<file path="src/rtl/tick_gen_multi.sv">
// Multi-channel tick generator: per-channel square wave, half-period strobe and
// full-period strobe at one of four octave-spaced runtime-selectable rates.
module tick_gen_multi #(
    parameter int CLK_HZ = 50_000_000,
    parameter int NUM_CH = 4,
    parameter int CNT_W  = 28
) (
    input  logic                CLOCK_50,
    input  logic                reset,
    input  logic [NUM_CH-1:0]   en,
    input  logic [NUM_CH-1:0]   restart,
    input  logic [2*NUM_CH-1:0] sel,
    output logic [NUM_CH-1:0]   clk_out,
    output logic [NUM_CH-1:0]   tick,
    output logic [NUM_CH-1:0]   period_tick
);

    localparam logic [CNT_W-1:0] FULL_CNT = CNT_W'(CLK_HZ) << 1;

    function automatic logic [CNT_W-1:0] term_of(input logic [1:0] s);
        logic [CNT_W-1:0] half;
        case (s)
            2'd0:    half = FULL_CNT;
            2'd1:    half = FULL_CNT >> 1;
            2'd2:    half = FULL_CNT >> 2;
            2'd3:    half = FULL_CNT >> 3;
            default: half = FULL_CNT;
        endcase
        return half - CNT_W'(1);
    endfunction

    logic [CNT_W-1:0]    cnt_q [NUM_CH];
    logic [CNT_W-1:0]    cnt_d [NUM_CH];
    logic [NUM_CH-1:0]   clk_q, clk_d;
    logic [NUM_CH-1:0]   tick_q, tick_d;
    logic [NUM_CH-1:0]   ptick_q, ptick_d;
    logic [2*NUM_CH-1:0] sel_q, sel_d;

    // Next-state for every channel: restart/rate change, hold, terminal, count.
    always_comb begin
        sel_d   = sel_q;
        clk_d   = clk_q;
        tick_d  = '0;
        ptick_d = '0;
        for (int c = 0; c < NUM_CH; c++) begin
            cnt_d[c] = cnt_q[c];
            if (restart[c] || (sel[2*c +: 2] != sel_q[2*c +: 2])) begin
                cnt_d[c]         = '0;
                clk_d[c]         = 1'b0;
                sel_d[2*c +: 2]  = sel[2*c +: 2];
            end else if (!en[c]) begin
                cnt_d[c] = cnt_q[c];
                clk_d[c] = clk_q[c];
            // >= rather than == so a corrupted count can never run past the terminal value
            end else if (cnt_q[c] >= term_of(sel_q[2*c +: 2])) begin
                cnt_d[c]   = '0;
                clk_d[c]   = ~clk_q[c];
                tick_d[c]  = 1'b1;
                ptick_d[c] = ~clk_q[c];
            end else begin
                cnt_d[c] = cnt_q[c] + CNT_W'(1);
            end
        end
    end

    // State registers; reset also captures the current rate selection.
    always_ff @(posedge CLOCK_50) begin
        if (reset) begin
            for (int c = 0; c < NUM_CH; c++) begin
                cnt_q[c] <= '0;
            end
            clk_q   <= '0;
            tick_q  <= '0;
            ptick_q <= '0;
            sel_q   <= sel;
        end else begin
            for (int c = 0; c < NUM_CH; c++) begin
                cnt_q[c] <= cnt_d[c];
            end
            clk_q   <= clk_d;
            tick_q  <= tick_d;
            ptick_q <= ptick_d;
            sel_q   <= sel_d;
        end
    end

    assign clk_out     = clk_q;
    assign tick        = tick_q;
    assign period_tick = ptick_q;

endmodule
</file>
<file path="config.mk">
export PLATFORM = sky130hd
export DESIGN_NAME = tick_gen_multi
export DESIGN_NICKNAME = d
export VERILOG_FILES = /design/src/rtl/tick_gen_multi.sv
export SDC_FILE = /design/constraint.sdc
export NUM_CORES = 1
export LEC_CHECK = 0
export CAP_MARGIN = 20
export CORE_MARGIN = 4
export CORE_UTILIZATION = 50
export CTS_CLUSTER_SIZE = 16
export DETAILED_ROUTE_END_ITERATION = 10
export MAX_ROUTING_LAYER = met4
export PLACE_DENSITY_LB_ADDON = 0.08
export SLEW_MARGIN = 20
export SYNTH_ARGS = -nofsm -noshare
export SYNTH_HDL_FRONTEND = slang
export SYNTH_SLANG_ARGS = --single-unit
</file>
<file path="constraint.sdc">
create_clock -name CLOCK_50 -period 2.7 [get_ports CLOCK_50]
set_input_delay 0.54 -clock CLOCK_50 [delete_from_list [all_inputs] [get_ports CLOCK_50]]
set_output_delay 0.54 -clock CLOCK_50 [all_outputs]
set_load 0.02 [all_outputs]
</file>
==> out/results.tsv, run 1 <==
metric	value	unit
status	complete, no violations	
htree depth	4	
EDFF count, synth	8	
final worst path period share	99.31	%
hold worst-path end	period_tick[0]	
reg2reg path depth	11	
largest net degree at the start of global routing	22	
Non-Filler Instances	1161	
ANT nets after route	0	
Synth Cell Area	7462	um2
Layout Skew	0.01363	ns
CTS tree	yes	
final worst slack	0.01869	ns
via count	6424	
flop2flop setup slack	0.02	ns
clock sink total	132	
P&R area growth vs syn	20.52	%
Post-Route WL	16550	um
#FFs+latches synth	132	
Sw Ratio	22.75	%
Worst setup SP type	flop	
Least-Margin Pin Slew	0.5349	ns
RSZ-0062 raised after global routing	yes	
fmax	373.0	MHz
power share of the clock group	50.5	%
initial antenna violation count	1	
GRT Resource Usage Total	21.24	%
Worst slew margin	64.01	%
Flop pwr share	43.4	%
Port Buf Inserts	29	
root buffer cell	clkbuf_16	
register area share after synthesis	36.49	%
# diodes	0	
first-pass GRT wire length	28390	um
gpl congestion	0.9033	
GR peak layer	met2	
setup violation total in the final timing report	0	
max-cap viol count	0	
final hold violations	0	
commonest register cell after synthesis	dfxtp_1	
worst r2r src	sel_q[7]	
Die Ht	130.2	um
nature of the critical path endpoint	flop	
ys async rst share	0	%
CP max FO	20	
register area	2723	um2
power consumption	4.597	mW
I/O Pins	30	
worst vdd ir	0.0005234	V
type of the worst setup path	flop to flop	
Setup WS pre-CTS	0.01007	ns
die width	130.2	um
WL/cell	14.25	um
total gr overflow	0	
P_leak	3.374	nW
DRC errors left	0	
Netlist cell types	51	
Required @ worst endpoint	3.01	ns
Core Region	14590	um2
Clock Pin Slew Worst Setup and Hold Paths	0.06	ns
Vias/cell	5.533	
post-synthesis average cell area	8.394	um2
GR Layer Usage met3	4.257	%
vias in the first global route	6195	
Max Slew Vio Count	0	
Initial DRC Count	322	
Pint	3.551	mW
WP data arrival	2.99	ns
met1 Use GR	26.24	%
clk buf depth	2	
Die ar.	16940	um2
Post-Synthesis Cells	889	
HPWL Detailed	12200	um
worst min path class	flop to flop	
area of the multi-input gates	4573	um2
met2 Usage GRT	34.25	%
drt first pass iters	5	
yosys warns	0	
std cell rows	44	
HP Start	clk_out[0]	
share of layout cells above drive strength 1	10.85	%
Inst Count DP	1120	
fill count	1247	
CTS Buf Count	17	
Hold WS	0.4710	ns
Hold Path Stages	1	
clk_lat worst skew	0.43	ns
Power Density	511.1	nW/um2
min Tclk post-route	2.681	ns
power share of the combinational group	6.1	%
final core occ	61.65	%
Final nets	1058	
switching power of the nets	1.046	mW
initial core utilization	51.15	%
Critical R2R Capture	cnt_q[3][21]	
-- cell families (layout without fill, tap and decap cells) --
family | count (synthesis) | after routing | share of synthesized area, %
DFF | 132 | 132 | 36.49
AOI/OAI and AO/OA | 92 | 92 | 7.998
other | 1 | 4 | 0.05025
muxes | 2 | 2 | 0.3018
xor gates and xnor gates | 100 | 100 | 11.74
buffers and inverters | 70 | 155 | 3.638
adders and majority gates | 76 | 76 | 12.74
and+or+nand+nor | 416 | 416 | 27.05
-- worst max path at each step --
stage | from | to | cells after the start
floorplan | sel_q[2] | cnt_q[1][10] | 11
global placement | en[2] | cnt_q[2][27] | 7
detailed placement | sel_q[6] | clk_out[3] | 10
CTS | sel_q[6] | clk_out[3] | 10
global route | sel_q[0] | cnt_q[0][2] | 10
finish | sel_q[7] | cnt_q[3][21] | 11
-- layer usage --
metal | up-vias | routed length [um]
met4 | 0 | 252
met1 | 3028 | 7912
met2 | 113 | 7888
met3 | 23 | 496
li1 | 3260 | -
met5 | - | 0
-- power groups by stage --
stage	registers, mW	logic (mW)	clock network [mW]
after global routing	1.99	0.314	2.47
after detailed placement	2.04	0.257	0
final	1.99	0.282	2.32
after CTS	1.99	0.261	2.37
after global placement	2.04	0.249	0
after floorplan	2.03	0.156	0
-- cells in the mapped netlist, drive strengths merged, types with 14 or more instances --
library cell / count / area share [%]
xnor2: 39 / 4.6
dfxtp: 124 / 33
and3: 14 / 1.2
a21oi: 36 / 2.4
clkbuf: 25 / 1.3
nor4: 14 / 1.3
ha: 76 / 13
nand4: 39 / 3.3
nor3: 27 / 1.8
inv: 41 / 2.1
nand3: 50 / 3.4
nand2: 80 / 4.0
xor2: 61 / 7.2
nor2: 148 / 7.4
-- registers in the layout, summed over array words and instances, names as in the netlist --
signal,flops
tick,4
clk_out,4
period_tick,4
sel_q,8
cnt_q,112
-- through the flow --
step           cell area, um2  setup TNS (ns)
2_1_floorplan            7518         -0.8155
6_report                 8994               0
3_5_place_dp             8252               0
4_1_cts                  8857               0
5_1_grt                  8994          -2.422
3_3_place_gp             8252               0
-- area by class of cell --
| type | count | share of cell area [%] |
|---|---|---|
| repair buffers | 80 | 7.972 |
| clock inverters | 14 | 1.781 |
| flip-flops and latches | 132 | 30.27 |
| multi-input cells | 690 | 50.85 |
| inverters | 43 | 1.795 |
| well taps | 184 | 2.560 |
| clock buffers | 18 | 4.772 |
-- worst max-delay path, stage by stage, from the launching register on --
cell and delay, ns:
edfxtp_1 0.47, buf_6 0.17, inv_2 0.07, nor2_2 0.05, ha_1 0.31, nand2_2 0.08
or3_4 0.33, or4_4 0.42, o211a_4 0.26, o21bai_4 0.17, buf_12 0.17, nor2_1 0.06
-- what timing repair did --
item	in CTS	in global routing
setup buffers	1	8
endpoints found under the hold margin	0	0
endpoints found under the setup margin	2	83
hold buffers	0	0
resized for setup	2	23
pin swaps	2	6
-- placed cells by master (no fill, tap or decap), types with 4 or more instances in the layout --
cell | synthesis | final
buf_6 | 0 | 5
clkdlybuf4s50_1 | 0 | 29
a31oi_1 | 9 | 9
o211ai_1 | 4 | 4
buf_4 | 2 | 44
ha_1 | 76 | 73
dfxtp_1 | 124 | 124
and4_1 | 10 | 10
nor2_2 | 0 | 4
nand4b_1 | 7 | 7
clkbuf_16 | 0 | 17
xnor2_1 | 39 | 39
nor2_1 | 148 | 143
o21ai_0 | 12 | 12
a211oi_1 | 4 | 4
inv_2 | 0 | 4
a21oi_1 | 36 | 35
xor2_1 | 61 | 61
or4_1 | 6 | 5
nor3_1 | 27 | 27
nand3_1 | 50 | 50
and3_1 | 14 | 14
clkinv_1 | 2 | 5
conb_1 | 1 | 4
nand3b_1 | 7 | 7
nor4_1 | 13 | 12
inv_1 | 41 | 37
edfxtp_1 | 8 | 8
nand4_1 | 39 | 39
nand2_1 | 80 | 79
(Power assumes the default switching activity.)
==> inputs of run 2 (changes only) <==
- HOLD_SLACK_MARGIN: default -> 0.06
- TNS_END_PERCENT: default -> 50
==> out/results.tsv, run 2 (same netlist as run 1, synthesis figures left out) <==
metric	value	unit	change
status	complete, no violations		
P&R area growth vs syn	20.42	%	about the same
via count	6429		+0.078%
min Tclk post-route	2.681	ns	-0.0001275 ns
root buffer cell	clkbuf_16		
Hold Path Stages	1		unchanged
Vias/cell	5.537		about the same
CP max FO	20		unchanged
worst min path class	flop to flop		
CTS tree	yes		
drt first pass iters	5		unchanged
Worst slew margin	64.01	%	unchanged
Post-CTS Hold Fix Bufs	0		unchanged
Largest register FFs	112		unchanged
HPWL Detailed	12200	um	unchanged
initial antenna violation count	1		unchanged
DRC errors left	0		unchanged
Die Ht	130.2	um	unchanged
Power Density	511.1	nW/um2	about the same
total gr overflow	0		unchanged
CTS Buf Count	17		unchanged
Core Region	14590	um2	unchanged
setup violation total in the final timing report	0		unchanged
Initial DRC Count	304		-5.6%
hold worst-path end	period_tick[0]		
std cell rows	44		unchanged
Crit-path slowest cell	edfxtp_1		
Post-Route WL	16560	um	about the same
clk buf depth	2		unchanged
max-cap viol count	0		unchanged
final hold violations	0		unchanged
met1 Use GR	26.24	%	unchanged
CP Cell Sequence	buf_6 -> inv_2 -> nor2_2 -> ha_1 -> nand2_2 -> or3_4 -> or4_4 -> o211a_4 -> o21bai_4 -> buf_12 -> nor2_1		
clk_lat worst skew	0.43	ns	about the same
initial core utilization	51.15	%	unchanged
number of buffers and inverters on the critical path	3		unchanged
crit-path leading delay family	simple AND/OR/NAND/NOR gates		
most common cell after layout, fill and taps aside	nor2_1		
Least-Margin Pin Slew	0.5349	ns	unchanged
die width	130.2	um	unchanged
final worst slack	0.01882	ns	+0.0001275 ns
GR peak layer	met2		
Top reg by flops	cnt_q		
ANT nets after route	0		unchanged
biggest regs	cnt_q (112), sel_q (8)		
Worst setup SP type	flop		
CP max stage delay	0.47	ns	about the same
vias in the first global route	6195		unchanged
htree depth	4		unchanged
Die ar.	16940	um2	unchanged
RSZ-0062 raised after global routing	yes		
worst r2r src	sel_q[7]		
WP data arrival	2.99	ns	about the same
GR Layer Usage met3	4.257	%	unchanged
HP Start	clk_out[0]		
reg2reg path depth	11		unchanged
most frequent cells in the layout	nor2_1, dfxtp_1, nand2_1, ha_1, xor2_1		
GRT Resource Usage Total	21.24	%	unchanged
I/O Pins	30		unchanged
fmax	373.0	MHz	about the same
clock sink total	132		unchanged
Non-Filler Instances	1161		unchanged
type of the worst setup path	flop to flop		
final worst path period share	99.30	%	about the same
Max Slew Vio Count	0		unchanged
first-pass GRT wire length	28390	um	unchanged
flop2flop setup slack	0.02	ns	about the same
Clock Pin Slew Worst Setup and Hold Paths	0.06	ns	about the same
Required @ worst endpoint	3.01	ns	about the same
Final nets	1058		unchanged
WL/cell	14.26	um	about the same
worst vdd ir	0.0005239	V	about the same
Hold WS	0.4705	ns	-0.0004790 ns
Setup WS pre-CTS	0.01007	ns	unchanged
Layout Skew	0.01361	ns	-0.00002180 ns
Inst Count DP	1120		unchanged
met2 Usage GRT	34.25	%	unchanged
largest net degree at the start of global routing	22		unchanged
# diodes	0		unchanged
gpl congestion	0.9033		unchanged
Critical R2R Capture	cnt_q[3][21]		
Port Buf Inserts	29		unchanged
nature of the critical path endpoint	flop		
P_leak	3.364	nW	-0.31%
share of layout cells above drive strength 1	10.75	%	-0.10 points
==> run 2: area by class of cell <==
type	instances	area [um2]
Fill cell	1249	5603
Multi-Input combinational cell	690	4566
Clock buffer	18	429.2
Inverter	43	161.4
Tap cell	184	230.2
Sequential cell	132	2723
Clock inverter	14	160.2
Timing Repair Buffer	80	716.9
==> run 2: power breakdown <==
part | internal (mW) | switching [mW] | leakage [nW]
logic | 0.129 | 0.152 | 2.00
registers | 1.98 | 0.0151 | 1.08
clock network | 1.44 | 0.874 | 0.279
total | 3.55 | 1.04 | 3.36
==> run 2: timing repair <==
action,in CTS,in global routing
setup endpoints to repair,2,83
pin swaps,2,6
cloned,0,0
gates resized for setup,2,22
setup buffers,1,8
==> run 2: how the worst max path moves through the flow <==
stage	start	slack, ns	depth (start not counted)	endpoint
2_1_floorplan	sel_q[2]	-0.04	11	cnt_q[1][10]
3_3_place_gp	en[2]	0.06	7	cnt_q[2][27]
3_5_place_dp	sel_q[6]	0.01	10	clk_out[3]
4_1_cts	sel_q[6]	0.002	10	clk_out[3]
5_1_grt	sel_q[0]	-0.12	10	cnt_q[0][2]
6_report	sel_q[7]	0.02	11	cnt_q[3][21]
==> run 2: through the flow <==
| step | utilization (%) | total power, mW | TNS, ns | area (um2) |
|---|---|---|---|---|
| after global routing | 61.60 | 4.776 | -2.467 | 8986 |
| after detailed placement | 56.56 | 2.292 | 0 | 8252 |
| after floorplan | - | 2.186 | -0.8155 | 7518 |
| after CTS | 60.71 | 4.620 | 0 | 8857 |
| after global placement | 56.56 | 2.284 | 0 | 8252 |
| final | 61.60 | 4.593 | 0 | 8986 |
==> run 2: worst register-to-register path, stage by stage (launching register included) <==
cell and delay, ns:
edfxtp_1 0.47, buf_6 0.17, inv_2 0.07, nor2_2 0.05, ha_1 0.31, nand2_2 0.08
or3_4 0.33, or4_4 0.42, o211a_4 0.26, o21bai_4 0.17, buf_12 0.17, nor2_1 0.07
==> run 2: layer usage <==
metal  share of wire, %  routed length (um)
met4                1.5                 252
met1                 48                7900
met5                  0                   0
met3                3.0                 497
met2                 48                7905
==> RTL edit 1, RTL diff (config.mk and constraints of run 1) <==
`NUM_CH`: 4 -> 8.
--- a/src/rtl/tick_gen_multi.sv
+++ b/src/rtl/tick_gen_multi.sv
@@ -2,7 +2,7 @@
 // full-period strobe at one of four octave-spaced runtime-selectable rates.
 module tick_gen_multi #(
     parameter int CLK_HZ = 50_000_000,
-    parameter int NUM_CH = 4,
+    parameter int NUM_CH = 8,
     parameter int CNT_W  = 28
 ) (
     input  logic                CLOCK_50,
Interface: changed (6 resized); port bits go from 30 to 58. No check against the original RTL was run, so the function may have changed too.
==> RTL edit 1 against run 1 <==
The flow now finishes with violations (negative setup slack); wire length up 110%; sequential cell count up 132; synthesized cell count up 110%; sequential share of layout area down 2.0 points; total power up 96%; combinational power up 140%; worst setup slack worse by 0.079 ns; maximum frequency down 2.9%; global-route usage down 0.83 points; design area up 110%; area after synthesis up 110%; highest routed layer unchanged.
==> RTL edit 1: results (changes against run 1) <==
| Metric | Value |
|---|---|
| Status | `complete, but fails checks` |
| Violated checks | `negative setup slack` |
| H-tree Lvls | `1 (-3)` |
| Non-clock buffers, area share | `10.0% (+2.1 points)` |
| Sequential-to-total area share from yosys stat | `35.4% (-1.1 points)` |
| Final setup viols | `27 (+27)` |
| Multi-input gate area | `9970 um2 (+120%)` |
| Final #Nets | `2213 (+110%)` |
| CTS buffer count | `31 (+14)` |
| Routability cong. | `0.862 (-4.6%)` |
| Placed instance area | `17200 um2 (+110%)` |
| Sink Count | `264 (+100%)` |
| Post-synthesis adder-cell area fraction | `12.5% (-0.29 points)` |
| Layout clock area frac | `5.66% (-0.90 points)` |
| Top Registers | `cnt_q x224, sel_q x16` |
| Crit path largest cell delay | `0.45 ns (-0.02 ns)` |
| Hold WS | `0.470 ns (-0.00110 ns)` |
| # fillers | `2552 (+100%)` |
| Inverters | `95 (+120%)` |
| Post-place setup slack | `-0.0864 ns (-0.0964 ns)` |
| Post-CTS sizing | `18 (+16)` |
| Startpoint of the worst hold path | `clk_out[4]` |
| Vias after detailed routing | `13400 (+110%)` |
| Crit-path max FO | `5 (-75%)` |
| First-pass GRT wire length | `58700 um (+110%)` |
| Setup TNS | `-0.873 ns (-0.873 ns)` |
| Final WS setup | `-0.0603 ns (-0.0790 ns)` |
| Reg2reg end | `clk_out[0]` |
| Met2 Use GR | `34.1% (-0.18 points)` |
==> RTL edit 1: cell count changes after synthesis, moves of 28 or more <==
cell / change
nand3_1: +60
dfxtp_1: +124
a21oi_1: +38
o21ai_0: +35
xor2_1: +55
ha_1: +77
and3_1: +28
nor2_1: +91
nand2_1: +71
nand4_1: +29
nor3_1: +33
inv_1: +52
==> RTL edit 1: worst max-delay path, delay by kind of cell (launching register included) <==
family | cells | cell delay (ns)
AOI/OAI and AO/OA | 2 | 0.49
DFF | 1 | 0.45
muxes | 1 | 0.10
and+or+nand+nor | 4 | 0.93
adders and majority gates | 2 | 0.45
buffers and inverters | 2 | 0.22
==> RTL edit 1: where the power goes <==
group | leakage [uW] | total (uW) | internal (uW) | switching, uW
sequential | 0.00216 | 3990 | 3960 | 33.9
combinational | 0.00475 | 671 | 312 | 359
clock | 0.000550 | 4330 | 2720 | 1620
==> RTL edit 2, RTL diff (flow settings as in run 1) <==
Without the edit above. Register the inputs `en`, `restart` and `sel` before use. The logic sees them one clock later.
--- a/src/rtl/tick_gen_multi.sv
+++ b/src/rtl/tick_gen_multi.sv
@@ -16,6 +16,16 @@
 );
 
     localparam logic [CNT_W-1:0] FULL_CNT = CNT_W'(CLK_HZ) << 1;
+
+    logic [NUM_CH-1:0] en_q;
+    logic [NUM_CH-1:0] restart_q;
+    logic [2*NUM_CH-1:0] sel_r;
+
+    always_ff @(posedge CLOCK_50) begin
+        en_q      <= en;
+        restart_q <= restart;
+        sel_r     <= sel;
+    end
 
     function automatic logic [CNT_W-1:0] term_of(input logic [1:0] s);
         logic [CNT_W-1:0] half;
@@ -44,11 +54,11 @@
         ptick_d = '0;
         for (int c = 0; c < NUM_CH; c++) begin
             cnt_d[c] = cnt_q[c];
-            if (restart[c] || (sel[2*c +: 2] != sel_q[2*c +: 2])) begin
+            if (restart_q[c] || (sel_r[2*c +: 2] != sel_q[2*c +: 2])) begin
                 cnt_d[c]         = '0;
                 clk_d[c]         = 1'b0;
-                sel_d[2*c +: 2]  = sel[2*c +: 2];
-            end else if (!en[c]) begin
+                sel_d[2*c +: 2]  = sel_r[2*c +: 2];
+            end else if (!en_q[c]) begin
                 cnt_d[c] = cnt_q[c];
                 clk_d[c] = clk_q[c];
             // >= rather than == so a corrupted count can never run past the terminal value
@@ -72,7 +82,7 @@
             clk_q   <= '0;
             tick_q  <= '0;
             ptick_q <= '0;
-            sel_q   <= sel;
+            sel_q   <= sel_r;
         end else begin
             for (int c = 0; c < NUM_CH; c++) begin
                 cnt_q[c] <= cnt_d[c];
Behaviour: no difference found for any inputs over 10 cycles, from zero or initial values; that may be too few to reach the edited logic, so the function may still have changed.
==> RTL edit 2 against run 1 <==
Non-clock buffer count decreased by 10; largest cell class unchanged; sequential power rose by 14%; area after synthesis up 7.7%; worst setup slack improved by 0.12 ns; sequential cell count is 16 higher; global-route usage shrank 1.5 points; wire length up 2.2%; cell count is 5.3% higher; total power rose by 8.6%; design area up 5.2%.
==> RTL edit 2: results (changes against run 1) <==
| Metric | Value |
|---|---|
| Status | `complete, no violations` |
| Initial drt markers | `312 (-3.1%)` |
| Multiplexer area fraction after synthesis | `0% (-0.30 points)` |
| Sink Count | `148 (+12%)` |
| Setup crit end | `cnt_q[1][0]` |
| Vias after detailed routing | `6513 (+1.4%)` |
| Synth Area per Inst | `8.65 um2 (+3.0%)` |
| Multi-input gate area | `4750 um2 (+3.9%)` |
| Post-Synth XOR/XNOR Area | `10.5% (-1.3 points)` |
| Top cells by area, synth | `dfxtp_1, ha_1, xor2_1` |
| Post-synthesis adder-cell area fraction | `11.8% (-0.92 points)` |
| Sequential-to-total area share from yosys stat | `37.8% (+1.4 points)` |
| Initial antenna violation count | `0 (-1)` |
| Placed instance area | `8710 um2 (+5.6%)` |
| Hold EP | `sel_q[4]` |
| Final non-filler cell total | `1223 (+5.3%)` |
| Final WS setup | `0.134 ns (+0.115 ns)` |
| Ratio of cells with drive above 1 in the final layout | `11.3% (+0.47 points)` |
| # fillers | `1427 (+14%)` |
| First-pass GRT wire length | `28800 um (+1.6%)` |
| Inverters | `46 (+7.0%)` |
| Pleak | `0.00363 uW (+7.6%)` |
| Global-route usage over all layers | `19.7% (-1.5 points)` |
| Slew @ Worst Pin | `0.578 ns (+0.0427 ns)` |
| Crit path largest cell delay | `0.50 ns (+0.03 ns)` |
| Largest net degree at the start of global routing | `24 (+9.1%)` |
| Routability cong. | `0.839 (-7.2%)` |
| Crit-path max FO | `5 (-75%)` |
| Vias in the first global route | `6165 (-0.48%)` |
| Peak supply drop | `492 uV (-6.1%)` |
| Non-CTS buffers | `70 (-13%)` |
| Final core utilization | `59.8% (-1.9 points)` |
| Synth Area in Compound Gates | `8.95% (+0.95 points)` |
| Post-synth cell types | `64 (+25%)` |
| Synthesized area | `8040 um2 (+7.7%)` |
| CP arrival | `2.93 ns (-0.06 ns)` |
| Final wirelength | `16900 um (+2.2%)` |
| Multi-input gates | `711 (+3.0%)` |
| Fraction of area in registers | `32.2% (+1.9 points)` |
==> RTL edit 2: cell count changes after synthesis, moves of 5 or more <==
cell,run 1,this run
nor2_1,148,84
dfxtp_1,124,140
nand2_1,80,88
nor3_1,27,68
xor2_1,61,54
a31oi_1,9,4
nor2b_1,3,8
buf_2,0,7
nor2_2,0,20
a21o_1,2,7
clkbuf_1,24,18
==> RTL edit 2: report_power, final <==
part | total [uW] | switching (uW) | internal [uW]
combinational | 242 | 136 | 106
clock | 2500 | 1020 | 1480
sequential | 2260 | 28.4 | 2230
==> RTL edit 2: layer usage <==
layer  GRT usage (%)  part of all wire [%]  vias up
met1            26.3                    50     2987
met3            4.02                   2.8       19
li1                -                     -     3421
met4            5.83                   1.3        0
met2            30.4                    46       86
met5               -                     0        -
==> RTL edit 2: timing repair <==
action / 4_1_cts / 5_1_grt
hold buffers: 0 / 0
endpoints found under the setup margin: 0 / 79
gates resized for setup: 0 / 10
setup buffers: 0 / 10
